--- src/rtl/regfile_wb_scheduler_pkg.sv ---
// Shared widths and the writeback payload type for the register-file writeback scheduler.
//   REGISTER_WIDTH : architectural register width
//   REGISTER_DEPTH : architectural register count (x0 hardwired to zero)
//   REG_ADDR_WIDTH : register address width
//   wb_req_t       : one writeback payload (destination + data)
package regfile_wb_scheduler_pkg;

  localparam int unsigned REGISTER_WIDTH = 32;
  localparam int unsigned REGISTER_DEPTH = 32;
  localparam int unsigned REG_ADDR_WIDTH = $clog2(REGISTER_DEPTH);

  typedef struct packed {
    logic [REG_ADDR_WIDTH-1:0] addr;
    logic [REGISTER_WIDTH-1:0] data;
  } wb_req_t;

endpackage

--- src/rtl/regfile_wb_scheduler_rr_arbiter.sv ---
// Round-robin arbiter. The grant goes to the first requester at or after the
// pointer (modulo N). When advance is high and a grant exists, the pointer moves
// to the position just after the granted requester; otherwise it holds.
//   clk, rst_n : clock, async active-low reset (pointer -> 0)
//   req        : request vector
//   advance    : the current grant was consumed this cycle
//   grant      : one-hot or zero grant vector (combinational)
module rr_arbiter #(
  parameter int unsigned N = 3,
  localparam int unsigned PTR_W = (N > 1) ? $clog2(N) : 1
) (
  input  logic         clk,
  input  logic         rst_n,
  input  logic [N-1:0] req,
  input  logic         advance,
  output logic [N-1:0] grant
);

  logic [PTR_W-1:0] ptr_q;
  logic [PTR_W-1:0] ptr_d;
  logic [PTR_W-1:0] gidx;
  logic             found;
  int unsigned      idx;

  // Scan starting at the pointer and take the first requester found.
  always_comb begin
    grant = '0;
    gidx  = ptr_q;
    found = 1'b0;
    idx   = 0;
    for (int unsigned off = 0; off < N; off++) begin
      idx = (32'(ptr_q) + off) % N;
      if (!found && req[PTR_W'(idx)]) begin
        found                = 1'b1;
        grant[PTR_W'(idx)]   = 1'b1;
        gidx                 = PTR_W'(idx);
      end
    end
  end

  always_comb begin
    ptr_d = ptr_q;
    if (advance && found) begin
      ptr_d = PTR_W'((32'(gidx) + 1) % N);
    end
  end

  always_ff @(posedge clk or negedge rst_n) begin
    if (!rst_n) begin
      ptr_q <= '0;
    end else begin
      ptr_q <= ptr_d;
    end
  end

endmodule

--- src/rtl/regfile_wb_scheduler.sv ---
// Register-file writeback scheduler. Shares the single register-file write port
// between NUM_SRC producers with round-robin arbitration and a registered write
// drive, and keeps a per-register pending-write scoreboard for decode hazards.
//   clk, rst                : clock, async active-low reset
//   src_valid/addr/data     : producer requests; src_ready = combinational accept
//   issue_valid/rd/ready    : decode issue of a register-writing instruction (WAW stall)
//   flush                   : clear scoreboard (in-flight write still goes out)
//   rs1/rs2_addr, _busy     : decode source lookups against the scoreboard
//   wr_en/addr/data         : registered register-file write port
// Width parameters must match the package values, since wb_req_t is sized by them.
module regfile_wb_scheduler
  import regfile_wb_scheduler_pkg::*;
#(
  parameter int unsigned NUM_SRC        = 3,
  parameter int unsigned REGISTER_WIDTH = regfile_wb_scheduler_pkg::REGISTER_WIDTH,
  parameter int unsigned REGISTER_DEPTH = regfile_wb_scheduler_pkg::REGISTER_DEPTH,
  localparam int unsigned ADDR_W        = $clog2(REGISTER_DEPTH)
) (
  input  logic                                   clk,
  input  logic                                   rst,
  input  logic [NUM_SRC-1:0]                     src_valid,
  output logic [NUM_SRC-1:0]                     src_ready,
  input  logic [NUM_SRC-1:0][ADDR_W-1:0]         src_addr,
  input  logic [NUM_SRC-1:0][REGISTER_WIDTH-1:0] src_data,
  input  logic                                   issue_valid,
  input  logic [ADDR_W-1:0]                      issue_rd,
  output logic                                   issue_ready,
  input  logic                                   flush,
  input  logic [ADDR_W-1:0]                      rs1_addr,
  output logic                                   rs1_busy,
  input  logic [ADDR_W-1:0]                      rs2_addr,
  output logic                                   rs2_busy,
  output logic                                   wr_en,
  output logic [ADDR_W-1:0]                      wr_addr,
  output logic [REGISTER_WIDTH-1:0]              wr_data
);

  logic [NUM_SRC-1:0]        grant;
  logic                      accept;
  wb_req_t                   sel;
  logic                      wr_en_q;
  logic                      wr_en_d;
  wb_req_t                   wr_req_q;
  wb_req_t                   wr_req_d;
  logic [REGISTER_DEPTH-1:0] pending_q;
  logic [REGISTER_DEPTH-1:0] pending_d;
  logic                      issue_fire;

  rr_arbiter #(.N(NUM_SRC)) u_arb (
    .clk     (clk),
    .rst_n   (rst),
    .req     (src_valid),
    .advance (accept),
    .grant   (grant)
  );

  // Ready is forced low while reset is asserted so nothing is consumed then.
  assign src_ready = grant & {NUM_SRC{rst}};
  assign accept    = |src_ready;

  // Select the granted producer's payload.
  always_comb begin
    sel = '0;
    for (int i = 0; i < NUM_SRC; i++) begin
      if (grant[i]) begin
        sel.addr = src_addr[i];
        sel.data = src_data[i];
      end
    end
  end

  // Writes to x0 are drained from the producer but never reach the register file.
  always_comb begin
    wr_en_d  = accept && (sel.addr != '0);
    wr_req_d = accept ? sel : wr_req_q;
  end

  assign issue_ready = !pending_q[issue_rd] || (issue_rd == '0);
  assign issue_fire  = issue_valid && issue_ready && (issue_rd != '0);
  assign rs1_busy    = pending_q[rs1_addr] && (rs1_addr != '0);
  assign rs2_busy    = pending_q[rs2_addr] && (rs2_addr != '0);

  // Scoreboard update: flush or commit clears, a new issue sets and wins.
  always_comb begin
    pending_d = pending_q;
    if (flush) begin
      pending_d = '0;
    end else if (wr_en_q) begin
      pending_d[wr_req_q.addr] = 1'b0;
    end
    if (issue_fire) begin
      pending_d[issue_rd] = 1'b1;
    end
    pending_d[0] = 1'b0;
  end

  always_ff @(posedge clk or negedge rst) begin
    if (!rst) begin
      wr_en_q   <= 1'b0;
      wr_req_q  <= '0;
      pending_q <= '0;
    end else begin
      wr_en_q   <= wr_en_d;
      wr_req_q  <= wr_req_d;
      pending_q <= pending_d;
    end
  end

  assign wr_en   = wr_en_q;
  assign wr_addr = wr_req_q.addr;
  assign wr_data = wr_req_q.data;

endmodule
--- config.mk ---
export PLATFORM = sky130hd
export DESIGN_NAME = regfile_wb_scheduler
export DESIGN_NICKNAME = d
export VERILOG_FILES = /design/src/rtl/regfile_wb_scheduler_pkg.sv /design/src/rtl/regfile_wb_scheduler_rr_arbiter.sv /design/src/rtl/regfile_wb_scheduler.sv
export SDC_FILE = /design/constraint.sdc
export NUM_CORES = 1
export LEC_CHECK = 0
export CORE_ASPECT_RATIO = 1.1
export CORE_MARGIN = 8
export CORE_UTILIZATION = 30
export CTS_CLUSTER_SIZE = 30
export DETAILED_ROUTE_END_ITERATION = 8
export PLACE_DENSITY = 0.66
export SETUP_SLACK_MARGIN = 0.3
export SLEW_MARGIN = 30
export SYNTH_ARGS = -nofsm -noshare
export SYNTH_HDL_FRONTEND = slang
export SYNTH_HIERARCHICAL = 1
export SYNTH_SLANG_ARGS = --single-unit
--- constraint.sdc ---
create_clock -name clk -period 4.6 [get_ports clk]
set_input_delay 0.92 -clock clk [delete_from_list [all_inputs] [get_ports clk]]
set_output_delay 0.92 -clock clk [all_outputs]
set_load 0.005 [all_outputs]
# Yosys cells after proc, flatten, opt, wreduce, memory -nomap -nowiden
# Cells that the tools add are included.
[totals]
latch_bits = 0
elab_cells = 90
mem_bits_rw = 0
rom_bits = 0
inputBits = 133
register_bits = 71
out_inout_bits = 44
n_memories = 0
[op_classes]
magnitude_cmp = 12
n_bitwise = 6
n_mul = 0
n_eq_ne = 0
div_mod_pow = 4
n_shift = 0
n_mux = 37
add_sub_neg = 3
n_reduce_logical = 23
[ops]
columns = ["operator", "count"]
rows = [
  ["37-bit two-way mux", 3],
  ["32-bit by 2-bit remainder unit with 32-bit output (second input constant)", 3],
  ["32-bit two-way mux", 3],
  ["32-bit AND", 1],
  ["2-bit by 2-bit remainder unit with 32-bit output (second input constant)", 1],
  ["32-bit NOT", 1],
  ["32-bit bitwise OR", 1],
  ["5-bit by 6-bit less-than comparator with 1-bit output (second input constant)", 4],
  ["5-bit nonzero test", 4],
  ["1-bit binary-select mux with 5-bit select", 3],
  ["1-bit two-way mux", 14],
  ["1-bit logical AND", 13],
  ["1-bit demux with 5-bit select", 2],
  ["5-bit by 1-bit >= comparator with 1-bit output (second input constant)", 2],
  ["2-bit by 3-bit less-than comparator with 1-bit output (second input constant)", 3],
  ["3-bit two-way mux", 3],
  ["2-bit by 1-bit adder with 3-bit output (second input constant)", 2],
  ["1-bit binary-select mux with 2-bit select", 3],
  ["1-bit demux with 2-bit select", 3],
  ["2-bit by 1-bit >= comparator with 1-bit output (second input constant)", 3],
  ["2-bit two-way mux", 3],
  ["3-bit bitwise OR", 2],
  ["5-bit zero test", 1],
  ["2-bit by 2-bit adder with 3-bit output (second input constant)", 1],
  ["4 further kinds", 6],
]

# Longest topological paths before layout
# Gate-level depths: netlist of the first run.
[logic_depth]
word_depth = 15
mapped_depth = 12
depth_no_buf = 10

# By module
# The synthesis of the first run kept the hierarchy.
[modules_own_cells]
columns = ["module", "instances", "cells_per_inst", "area_per_inst_um2", "seq_area_each_um2"]
rows = [
  ["regfile_wb_scheduler", 1, 477, 4516.8, 1726.7],
  ["rr_arbiter", 1, 56, 479.2, 50.0],
]

# Worst setup path before layout of the first run
# No wires, ideal clock.
[synth_path]
kind = "in2out"
from = "in src_valid[1]"
to = "out src_ready[2]"
t_required_ns = 3.680
path_stages = 8
arrival_time_ns = 2.654
path_slack_ns = 1.026
path_buffers = 3
cell_sequence = "mux2i_1 -> o21a_1 -> nand3_1 -> o211ai_1 -> clkbuf_1 -> clkbuf_1 -> clkbuf_1 -> and2_1"
[synth_via]
elab_chain_len = 10
elab_cells_between_ends = 18
classes_between = "11 x mux; 3 x bitwise; 4 x reduce/logical"
[synth_lines]
columns = ["item", "line", "source"]
rows = [
  ["from (decl)", "regfile_wb_scheduler.sv:21", "input logic [NUM_SRC-1:0] src_valid,"],
  ["1-bit binary-select mux with 2-bit select", "regfile_wb_scheduler_rr_arbiter.sv:33", "if (!found && req[PTR_W'(idx)]) begin"],
  ["1-bit two-way mux (not written as such)", "regfile_wb_scheduler_rr_arbiter.sv:33", ""],
  ["1-bit two-way mux", "regfile_wb_scheduler_rr_arbiter.sv:33", ""],
  ["1-bit zero test", "regfile_wb_scheduler_rr_arbiter.sv:33", ""],
  ["1-bit logical AND", "regfile_wb_scheduler_rr_arbiter.sv:33", ""],
  ["1-bit two-way mux", "regfile_wb_scheduler_rr_arbiter.sv:33", ""],
  ["1-bit zero test", "regfile_wb_scheduler_rr_arbiter.sv:33", ""],
  ["1-bit logical AND", "regfile_wb_scheduler_rr_arbiter.sv:33", ""],
  ["3-bit two-way mux *", "regfile_wb_scheduler_rr_arbiter.sv:33", ""],
  ["named net grant[2]", "regfile_wb_scheduler.sv:38", "logic [NUM_SRC-1:0] grant;"],
  ["3-bit AND *", "regfile_wb_scheduler.sv:58", "assign src_ready = grant & {NUM_SRC{rst}};"],
  ["to (decl)", "regfile_wb_scheduler.sv:22", "output logic [NUM_SRC-1:0] src_ready,"],
]
# Mark *: on every way through the listed nets, which the timed path passes. The rest lies on a longest branch. The select of a mux whose other input is x is not followed.

# Worst setup path in the final report of the first run
[layout_path]
from = "in issue_rd[0]"
to = "out issue_ready"
[layout_via]
elab_chain_len = 4
elab_cells_between_ends = 5
classes_between = "2 x mux; 3 x reduce/logical"
[layout_lines]
columns = ["item", "line", "source"]
rows = [
  ["from (decl)", "regfile_wb_scheduler.sv:26", "input logic [ADDR_W-1:0] issue_rd,"],
  ["1-bit binary-select mux with 5-bit select", "regfile_wb_scheduler.sv:78", "assign issue_ready = !pending_q[issue_rd] || (issue_rd == '0);"],
  ["1-bit two-way mux (not written as such)", "regfile_wb_scheduler.sv:78", ""],
  ["1-bit zero test", "regfile_wb_scheduler.sv:78", ""],
  ["1-bit logical OR *", "regfile_wb_scheduler.sv:78", ""],
  ["to (decl)", "regfile_wb_scheduler.sv:27", "output logic issue_ready,"],
]
# Every way passes the cells marked *; elsewhere a longest branch is shown, timed or not. The select of a mux whose other input is x is not followed.

==> flow_results.org, run 1 <==
** Placed design
- At the end of routability-driven placement, the weighted congestion stood at 0.906.
- Dpl ws :: 85.6 ps
- Detailed placement finished with a half-perimeter wire length of 14,700 um.
- Buffers placed on the I/O ports in this run total 176.
- In this run the cell area measured after placement is 0.00692 mm2.

** Die
- 177 I/O pins were placed.
- The die covers 0.0210 mm2.
- Initial core utilization :: 0.306
- X dimension of the die :: 139 um
- The floorplan has 49 rows.
- Core box area :: 0.0163 mm2
- Die height :: 151 um

** Timing
- The worst pin sits at a relative slew slack of 0.411.
- Period Utilization, post-route :: 0.911
- On the final layout, the worst hold slack is 442 ps.
- The clock arrives with 7.07 ps of skew.
- Upper clock frequency limit :: 239 MHz
- Setup TNS :: 0 ps
- Setup repair after global routing missed its margin :: no
- Final hold viol count :: 0
- For the pin with the worst max-slew slack, the measured transition is 882 ps.
- Setup-violating endpoint count in the final report :: 0
- For the finished layout, the period the worst path requires is 4190 ps.
- The final max-slew violation count came to 0.
- In the post-route analysis, the smallest setup slack over all paths is 408 ps.

** Synth
- Share of Yosys cell area claimed by the top area cell type :: 0.356
- After synthesis, the netlist uses 55 different library cells.
- The number of nets handed over by synthesis was 671.
- Most area-consuming cells after synthesis :: sky130_fd_sc_hd__dfrtp_1 (36%), sky130_fd_sc_hd__o31ai_1 (5.7%), sky130_fd_sc_hd__a221oi_1 (5.4%)
- The Yosys step of the flow raised 6 warnings.
- Share of synthesized flip-flops with an asynchronous set or reset :: 1.00
- After synthesis, the mean cell area works out to 9.37 um2.
- Synthesized instance count :: 533
- Counting flops with a built-in enable in the synthesized netlist gives 0.
- Seq cells post-synth :: 71
- Area of the mapped netlist :: 0.00500 mm2
- In the synthesized netlist the dominant register cell turns out to be sky130_fd_sc_hd__dfrtp_1.
- Of the synthesized area, sequential elements account for 0.356.
- Cell taking the most area after synthesis :: sky130_fd_sc_hd__dfrtp_1

** Clocking
- CTS tree :: built
- H-Tree Depth :: 3
- In this run the deepest clock path goes through 2 buffers.
- Clock-pin slew was measured on the worst setup and hold paths at 50 ps.
- Source-to-sink clock delay at the later pin of the worst-skew pair :: 330 ps
- The clock net in this run drives a total of 71 sinks.
- Buffers inserted during clock tree synthesis total 9.
- Root Buffer Master :: sky130_fd_sc_hd__clkbuf_16

** Worst setup path
- Worst Path Arrival :: 3270 ps
- The worst setup path is captured at an output port.
- Type of the setup path with the least slack :: in2out
- The worst register-to-register path ends at wr_data[28]$_DFFE_PN0P_.
- Critical path fanouts, max :: 5
- Startpoint of the most critical register-to-register path :: u_arb/ptr_q[0]$_DFFE_PN0P_
- STA classifies the critical path startpoint as a primary input.
- Register-to-register path setup slack :: 1000 ps
- Required time at the worst-slack endpoint :: 3680 ps
- Number of cells traversed by the worst register-to-register path :: 11

** Drt
- Vias after detailed routing :: 5,003
- Before antenna repair, the detailed router went through 5 iterations.
- DRC marker count from the first detailed-route iteration :: 317
- The count of nets left with antenna violations once routing finished came out at 0.
- Dividing the detail-routed via count by the number of cells gives 5.61.
- For this run, design rule violations remaining after detail routing come to 0.
- In the final routed layout, each cell accounts on average for 20.6 um.
- The final layout contains routed wiring with a total length of 18,400 um.

** Cells and area
- Fraction of layout cells with a size suffix above 1 :: 0.0945
- The finished cells cover 0.00726 mm2.
- Area delta synth->final :: 45.4%
- The filler cells instantiated in the layout total 1,589.
- Once layout is complete, the utilization of the core stands at 0.445.
- After the last flow step, the layout net total stands at 821.
- Number of antenna cells inserted :: 0

** Global route
- Pin count of the biggest net entering global routing :: 74
- For this run, the total global-route usage over all layers was measured as 0.172.
- Antenna violations before repair :: 0
- Wire length of the first global-routing pass :: 28,300 um
- Summed over all layers, the global routing overflow is 0.
- Via count of the first global-routing pass :: 5,024

** Power and ir drop
- Power spread over the standard cell area amounts to 567 mW/mm2.
- Summed over all cells, the static leakage comes to 2.82 nW.
- Across the VDD grid, the largest voltage drop is 348 uV.

** Outcome
- Run status :: finished, final reports clean

** Run
- Reported max-cap violation count :: 0

** Worst hold path
- Worst hold path class :: in2async
-- critical path: stages --
cell and delay (ps):
sky130_fd_sc_hd__clkdlybuf4s15_1 380, sky130_fd_sc_hd__mux4_2 560, sky130_fd_sc_hd__mux2_1 340, sky130_fd_sc_hd__a22o_1 210, sky130_fd_sc_hd__a221oi_2 310, sky130_fd_sc_hd__clkdlybuf4s50_1 560
-- cells in the mapped netlist, types with 3 or more instances --
master                      n
sky130_fd_sc_hd__a221oi_1  31
sky130_fd_sc_hd__dfrtp_1   71
sky130_fd_sc_hd__nand3_1   25
sky130_fd_sc_hd__o211ai_1  19
sky130_fd_sc_hd__a22oi_1    3
sky130_fd_sc_hd__nor3_1     4
sky130_fd_sc_hd__a21oi_1   15
sky130_fd_sc_hd__mux4_2    11
sky130_fd_sc_hd__nand4_1    4
sky130_fd_sc_hd__mux2_1     4
sky130_fd_sc_hd__nor2b_1   39
sky130_fd_sc_hd__ha_1       5
sky130_fd_sc_hd__nand3b_1  16
sky130_fd_sc_hd__o21ai_0    8
sky130_fd_sc_hd__o21ai_1   16
sky130_fd_sc_hd__clkbuf_1  43
sky130_fd_sc_hd__nor3b_1    6
sky130_fd_sc_hd__and3b_1    3
sky130_fd_sc_hd__a221o_1    4
sky130_fd_sc_hd__nand2_1   71
sky130_fd_sc_hd__o31ai_1   38
sky130_fd_sc_hd__mux2i_1   23
sky130_fd_sc_hd__nand2b_1   5
sky130_fd_sc_hd__or3b_1     4
sky130_fd_sc_hd__o31ai_2    9
sky130_fd_sc_hd__buf_6      3
sky130_fd_sc_hd__nor2_1     7
sky130_fd_sc_hd__inv_1      8
sky130_fd_sc_hd__and2_1     3
-- flip-flops by register name, indices dropped and copies added (netlist names) --
| name | flops |
|---|---|
| wr_data | 32 |
| pending_q | 31 |
| wr_en | 1 |
| u_arb/ptr_q | 2 |
| wr_addr | 5 |
-- layout by cell type (no fill, tap or decap), types with 5 or more instances in the layout --
cell type and instances:
sky130_fd_sc_hd__o21ai_1 15, sky130_fd_sc_hd__nand3b_1 16, sky130_fd_sc_hd__clkdlybuf4s50_1 173, sky130_fd_sc_hd__buf_4 10, sky130_fd_sc_hd__o211ai_1 19, sky130_fd_sc_hd__nor2b_1 38, sky130_fd_sc_hd__a21oi_1 15, sky130_fd_sc_hd__nand2b_1 5
sky130_fd_sc_hd__o31ai_1 37, sky130_fd_sc_hd__a221oi_1 31, sky130_fd_sc_hd__o21ai_0 7, sky130_fd_sc_hd__ha_1 5, sky130_fd_sc_hd__nor2_1 7, sky130_fd_sc_hd__nand2_1 71, sky130_fd_sc_hd__nand3_1 25, sky130_fd_sc_hd__clkbuf_16 9
sky130_fd_sc_hd__inv_1 8, sky130_fd_sc_hd__dfrtp_1 71, sky130_fd_sc_hd__mux4_2 11, sky130_fd_sc_hd__nor3b_1 6, sky130_fd_sc_hd__mux2i_1 23, sky130_fd_sc_hd__o31ai_2 9
-- logic make-up (layout without fill, tap and decap cells) --
group,after synthesis,after routing,synth area share
simple gates,192,192,0.204
mux,43,43,0.120
fa+ha+maj,5,5,0.0125
buf+inv,56,211,0.0473
flops,71,71,0.356
compound gates,166,166,0.260
-- metrics by stage --
stage,instances,total power [W]
6_report,892,0.00412
5_1_grt,892,0.00441
3_3_place_gp,876,0.00330
2_1_floorplan,533,0.00243
3_5_place_dp,876,0.00334
4_1_cts,892,0.00415
-- area by class of cell --
cell class,count,area [um2],area share
inverter,9,33.8,0.00465
tap,204,255,0.0351
timing repair buffer,186,1850,0.254
multi-input combinational,406,3010,0.414
clock inverter,6,108,0.0148
clock buffer,10,239,0.0329
sequential,71,1780,0.245
-- power by group --
group	internal, W	switching [W]	leakage (nW)
clock	0.000542	0.000263	0.168
sequential	0.000800	0.000166	0.938
combinational	0.00110	0.00124	1.71
-- routing by layer --
metal	up-vias	GRT usage	part of all wire
met5	-	0	0
met4	0	0.0505	0.017
met3	19	0.0668	0.093
met2	251	0.290	0.47
met1	2398	0.199	0.42
li1	2335	-	-
-- timing repair --
action	in CTS	in global routing
setup buffers	0	0
endpoints found under the setup margin	1	2
resized for setup	2	2
hold buffers	0	0
gates cloned	0	0
endpoints found under the hold margin	0	0
-- worst max path at each step --
stage / from / end / slack, ps / cells after the start
2_1_floorplan: src_valid[1] / src_ready[2] / 1030 / 8
3_3_place_gp: issue_rd[0] / issue_ready / 70 / 6
3_5_place_dp: issue_rd[0] / issue_ready / 90 / 6
4_1_cts: issue_rd[0] / issue_ready / 340 / 6
5_1_grt: issue_rd[0] / issue_ready / 310 / 6
6_report: issue_rd[0] / issue_ready / 410 / 6
(Power assumes the default switching activity.)
==> inputs of run 2 (changes only) <==
--- a/config.mk
+++ b/config.mk
@@ -17,3 +17,4 @@
 export SYNTH_HDL_FRONTEND = slang
 export SYNTH_HIERARCHICAL = 1
 export SYNTH_SLANG_ARGS = --single-unit
+export TNS_END_PERCENT = 100
==> results of run 2 <==
No change in the layout: final DEF, timing and power equal those of run 1.
